--- config.mk ---
export PLATFORM = sky130hd
export DESIGN_NAME = odd_parity_frame_tx_flat
export DESIGN_NICKNAME = d
export VERILOG_FILES = /design/src/rtl/odd_parity_frame_tx_if.sv /design/src/rtl/odd_parity_frame_tx.sv /design/src/flat_wrapper.sv
export SDC_FILE = /design/constraint.sdc
export NUM_CORES = 1
export LEC_CHECK = 0
export BUFFER_PORTS_ARGS = -buffer_cell sky130_fd_sc_hd__buf_2
export CAP_MARGIN = 30
export CORE_MARGIN = 2
export CORE_UTILIZATION = 50
export CTS_CLUSTER_SIZE = 14
export DETAILED_ROUTE_END_ITERATION = 7
export PLACE_DENSITY = 0.71
export SLEW_MARGIN = 15
export SYNTH_ARGS = -nofsm -noshare
export SYNTH_HDL_FRONTEND = slang
export SYNTH_SLANG_ARGS = --single-unit
--- constraint.sdc ---
create_clock -name clk -period 2.93 [get_ports clk]
set_input_delay 0.879 -clock clk [delete_from_list [all_inputs] [get_ports clk]]
set_output_delay 0.879 -clock clk [all_outputs]
set_load 0.05 [all_outputs]
--- src/rtl/odd_parity_frame_tx_if.sv ---
// rtl/odd_parity_frame_tx_if.sv - nibble+parity valid/ready handshake into the frame transmitter
interface odd_parity_frame_tx_if;
    logic       in_valid;
    logic       in_ready;
    logic [3:0] in_data;
    logic       in_par;

    modport master (
        output in_valid,
        output in_data,
        output in_par,
        input  in_ready
    );

    modport slave (
        input  in_valid,
        input  in_data,
        input  in_par,
        output in_ready
    );
endinterface

--- src/rtl/odd_parity_frame_tx.sv ---
// rtl/odd_parity_frame_tx.sv - serialises nibble+odd parity as start/d0..d3/parity/stop frame
module odd_parity_frame_tx #(
    parameter int CLKS_PER_BIT = 4,
    parameter int STOP_BITS    = 1
) (
    input  logic                   clk,
    input  logic                   rst_n,
    odd_parity_frame_tx_if.slave   bus,
    output logic                   tx,
    output logic                   busy,
    output logic                   frame_done,
    output logic                   par_err
);
    localparam int STOP_LEN = STOP_BITS * CLKS_PER_BIT;
    localparam int BAUD_W   = $clog2(CLKS_PER_BIT);
    localparam int STOP_W   = $clog2(STOP_LEN);
    localparam logic [BAUD_W-1:0] BAUD_LAST = BAUD_W'(CLKS_PER_BIT - 1);
    localparam logic [STOP_W-1:0] STOP_LAST = STOP_W'(STOP_LEN - 1);

    typedef enum logic [2:0] {IDLE, START, DATA, PARITY, STOP} state_t;

    state_t            state, state_next;
    logic [BAUD_W-1:0] baud_cnt, baud_next;
    logic [STOP_W-1:0] stop_cnt, stop_next;
    logic [1:0]        bit_idx, bit_next;
    logic [3:0]        data_q;
    logic              par_q;
    logic              tx_next;
    logic              done_next;
    logic              accept;

    assign bus.in_ready = (state == IDLE);
    assign busy         = (state != IDLE);
    assign accept       = bus.in_valid & bus.in_ready;

    // tx_next is the line level for the state being entered, so tx itself is a pure flop
    always_comb begin
        state_next = state;
        baud_next  = baud_cnt;
        stop_next  = stop_cnt;
        bit_next   = bit_idx;
        tx_next    = tx;
        done_next  = 1'b0;
        case (state)
            IDLE: begin
                tx_next = 1'b1;
                if (accept) begin
                    state_next = START;
                    baud_next  = '0;
                    tx_next    = 1'b0;
                end
            end
            START: begin
                if (baud_cnt == BAUD_LAST) begin
                    state_next = DATA;
                    baud_next  = '0;
                    bit_next   = 2'd0;
                    tx_next    = data_q[0];
                end else begin
                    baud_next = baud_cnt + 1'b1;
                end
            end
            DATA: begin
                if (baud_cnt == BAUD_LAST) begin
                    baud_next = '0;
                    if (bit_idx == 2'd3) begin
                        state_next = PARITY;
                        tx_next    = par_q;
                    end else begin
                        bit_next = bit_idx + 2'd1;
                        tx_next  = data_q[bit_idx + 2'd1];
                    end
                end else begin
                    baud_next = baud_cnt + 1'b1;
                end
            end
            PARITY: begin
                if (baud_cnt == BAUD_LAST) begin
                    state_next = STOP;
                    baud_next  = '0;
                    stop_next  = '0;
                    tx_next    = 1'b1;
                end else begin
                    baud_next = baud_cnt + 1'b1;
                end
            end
            STOP: begin
                tx_next = 1'b1;
                if (stop_cnt == STOP_LAST) begin
                    state_next = IDLE;
                    done_next  = 1'b1;
                end else begin
                    stop_next = stop_cnt + 1'b1;
                end
            end
            default: begin
                state_next = IDLE;
                tx_next    = 1'b1;
            end
        endcase
    end

    always_ff @(posedge clk or negedge rst_n) begin
        if (!rst_n) begin
            state      <= IDLE;
            baud_cnt   <= '0;
            stop_cnt   <= '0;
            bit_idx    <= 2'd0;
            tx         <= 1'b1;
            frame_done <= 1'b0;
            data_q     <= 4'd0;
            par_q      <= 1'b0;
            par_err    <= 1'b0;
        end else begin
            state      <= state_next;
            baud_cnt   <= baud_next;
            stop_cnt   <= stop_next;
            bit_idx    <= bit_next;
            tx         <= tx_next;
            frame_done <= done_next;
            if (accept) begin
                data_q  <= bus.in_data;
                par_q   <= bus.in_par;
                par_err <= (bus.in_par != ~^bus.in_data);
            end
        end
    end
endmodule
--- src/flat_wrapper.sv ---
// flat-port wrapper written by rule: the top's interface ports become plain ports
module odd_parity_frame_tx_flat 
#(
    parameter int CLKS_PER_BIT = 4,
    parameter int STOP_BITS    = 1
)
  (clk, rst_n, tx, busy, frame_done, par_err, bus_in_valid, bus_in_data, bus_in_par, bus_in_ready);
  odd_parity_frame_tx_if bus_i ();
  input  logic clk;
  input  logic rst_n;
  output logic tx;
  output logic busy;
  output logic frame_done;
  output logic par_err;
  input wire logic [$bits(bus_i.in_valid)-1:0] bus_in_valid;
  input wire logic [$bits(bus_i.in_data)-1:0] bus_in_data;
  input wire logic [$bits(bus_i.in_par)-1:0] bus_in_par;
  output wire logic [$bits(bus_i.in_ready)-1:0] bus_in_ready;
  assign bus_i.in_valid = bus_in_valid;
  assign bus_i.in_data = bus_in_data;
  assign bus_i.in_par = bus_in_par;
  assign bus_in_ready = bus_i.in_ready;
  odd_parity_frame_tx #(.CLKS_PER_BIT(CLKS_PER_BIT), .STOP_BITS(STOP_BITS)) u_core (.clk(clk), .rst_n(rst_n), .bus(bus_i), .tx(tx), .busy(busy), .frame_done(frame_done), .par_err(par_err));
endmodule
==> results_dict.tcl <==
set metrics [dict create \
    outcome "complete, no violations" \
    drc 0 \
    numCtsBuffers 3 \
    worst_setup_path_start_kind "flip-flop" \
    first_pass_iters 3 \
    cts_tree "done" \
    clock.fmax_mhz 413.9 \
    initial_core_util_pct 53.12 \
    grt_pass1_vias 634 \
    drv_slew 0 \
    grt_overflow 0 \
    crit_type "flip-flop to primary output" \
    viasPerCell 5.475 \
    post-cts-setup-buffers 0 \
    finClkSkew_ns 0.003130 \
    ctsHoldBuffers 0 \
    syn_inst 81 \
    io_pins 13 \
    synth.distinct_cells 37 \
    power_uw 1125 \
    hold_slack_ns 0.4850 \
    fin_crit_ns 2.416 \
    critPathMaxStageDelay_ns 0.55 \
    worst_pin_slew_ns 0.4577 \
    vias 657 \
    root_buffer "clkbuf_4" \
    utilization_pct 59.49 \
    cp-startpoint "u_core.state[2]" \
    rows 15 \
    ant_nets 0 \
    area_growth_pct 12.01 \
    crit_path_end_kind "primary output" \
    ys_seq_area_share_pct 46.52 \
    clock_sinks 17 \
    nNetsFinal 107 \
    hold_path_class "input port to async pin" \
    synth_warnings 0 \
    synth_area_um2 917.1 \
    clkTransAtPathRegs_ns 0.10 \
    post-dp-hpwl_um 1209 \
    grt_usage_pct 19.49 \
    synth-edff-count 0 \
    grt_max_degree 19 \
    r2r_end "u_core.data_q[0]" \
    leakage_uw 0.0004581 \
    crit_required_ns 2.05 \
    ir_drop_v 0.0005743 \
    slowest_stage "dfrtp_1" \
    drt_iter0_drc 5 \
    die_h_um 46.83 \
    yosys-top-cells-area "dfrtp_1 (44%), mux2_2 (6.1%), ha_1 (4.1%)" \
    setup_viol 0 \
    htreeDepth 1 \
    cp.arrival_ns 1.54 \
    yosysTopAreaCell "dfrtp_1" \
    most-common-layout-cells "dfrtp_1 (16), buf_2 (12), nor2_1 (6)" \
    critPathCapture "bus_in_ready" \
    min_period_over_period_pct 82.46 \
    routed_wl_um 1644 \
    die_x_um 46.83 \
    drive_above_1_share_pct 29.47 \
    synth_fp_nets 92 \
    ys.flop_type "dfrtp_1" \
    routedWlPerCell_um 13.70 \
    antenna_found_initial 0 \
    final_common_cell "dfrtp_1" \
    p_per_area_nw_per_um2 1095 \
    coreArea_um2 1727 \
    clock_path_buffers 2 \
    crit_fanout 15 \
    portBuffers 12 \
    drv_cap 0 \
    hold_viol_final 0 \
    clock_latency_ns 0.30 \
    relSlewSlack_pct 69.36 \
    ys_ff_latch 17 \
    place_ws_ns 0.8544 \
    synthArstFlopShare_pct 100.0 \
    gp_congestion 0.7480 \
    synth_area_per_cell_um2 11.32 \
    reg2reg_depth 3 \
    reg2reg_from "u_core.state[0]" \
    cts_resized 0 \
    grt_pass1_wl_um 2898 \
    synth.top_cell.area_share_pct 43.66 \
    dieArea_um2 2193 \
    tns_ns 0 \
    rsz0062_at_grt "no" \
    worst_slack_ns 0.5140 \
    crit_chain "or3_1 -> inv_1 -> buf_2" \
    reg2reg_slack_ns 1.34 \
    antenna_cells 0 \
]
[area by class of cell]
class | instances | area (um2)
Fill cell | 163 | 699.4
Multi-Input combinational cell | 57 | 455.4
Sequential cell | 17 | 426.7
Timing Repair Buffer | 14 | 75.07
Tap cell | 25 | 31.28
Clock buffer | 3 | 22.52
Inverter | 3 | 11.26
Clock inverter | 1 | 5.005
[cell usage after synthesis (2+ instances only)]
| master | number |
|---|---|
| nand2_1 | 4 |
| xor2_1 | 2 |
| o21ai_0 | 5 |
| a221oi_1 | 2 |
| clkbuf_1 | 2 |
| a21oi_1 | 2 |
| nor2_1 | 6 |
| inv_1 | 3 |
| a22o_1 | 2 |
| ha_1 | 3 |
| mux2_2 | 5 |
| dfrtp_1 | 16 |
| nand3_1 | 2 |
| nor2b_1 | 4 |
[how the worst min path moves through the flow]
stage | end | slack, ns
after global placement | u_core.data_q[2] | 0.49
after detailed placement | u_core.baud_cnt[0] | 0.49
final | u_core.frame_done | 0.48
after floorplan | u_core.baud_cnt[0] | 0.45
after CTS | u_core.frame_done | 0.48
after global routing | u_core.frame_done | 0.50
[sequential cells by signal, indices dropped and copies added, names as in the netlist]
| signal | flops |
|---|---|
| u_core.par_err | 1 |
| u_core.par_q | 1 |
| u_core.stop_cnt | 2 |
| u_core.tx | 1 |
| u_core.data_q | 4 |
| u_core.bit_idx | 2 |
| u_core.state | 3 |
| u_core.frame_done | 1 |
| u_core.baud_cnt | 2 |
[kinds of logic after synthesis]
logic type	share of synthesized area, %
buffers and inverters	3.820
adders and majority gates	4.093
xor gates and xnor gates	5.321
and+or+nand+nor	16.78
AOI/OAI and AO/OA	14.87
DFF	46.52
muxes	8.594
[per-layer routing]
layer / GRT usage, % / share of wire (%) / up-vias
met3: 3.462 / 3.5 / 5
met2: 31.23 / 49 / 15
met5: 0 / 0 / -
met4: 10.00 / 2.5 / 0
met1: 25.37 / 45 / 308
li1: - / - / 329
[critical path, delay by kind of cell, from the launching register on]
| kind | cells | cell delay [ns] |
|---|---|---|
| DFF | 1 | 0.55 |
| and+or+nand+nor | 1 | 0.38 |
| buffers and inverters | 2 | 0.31 |
[per-stage QoR]
step	instance area, um2	std cells
global route	1027	120
CTS	1027	120
global placement	999.7	116
finish	1027	120
detailed placement	999.7	116
floorplan	917.1	81
[report_power, final]
| part | internal (uW) | total, uW | switching [uW] |
|---|---|---|---|
| clock | 51.0 | 128 | 77.0 |
| sequential | 339 | 411 | 72.5 |
| combinational | 246 | 586 | 339 |
| total | 636 | 1120 | 489 |
Power figures use the tool's default switching activity.
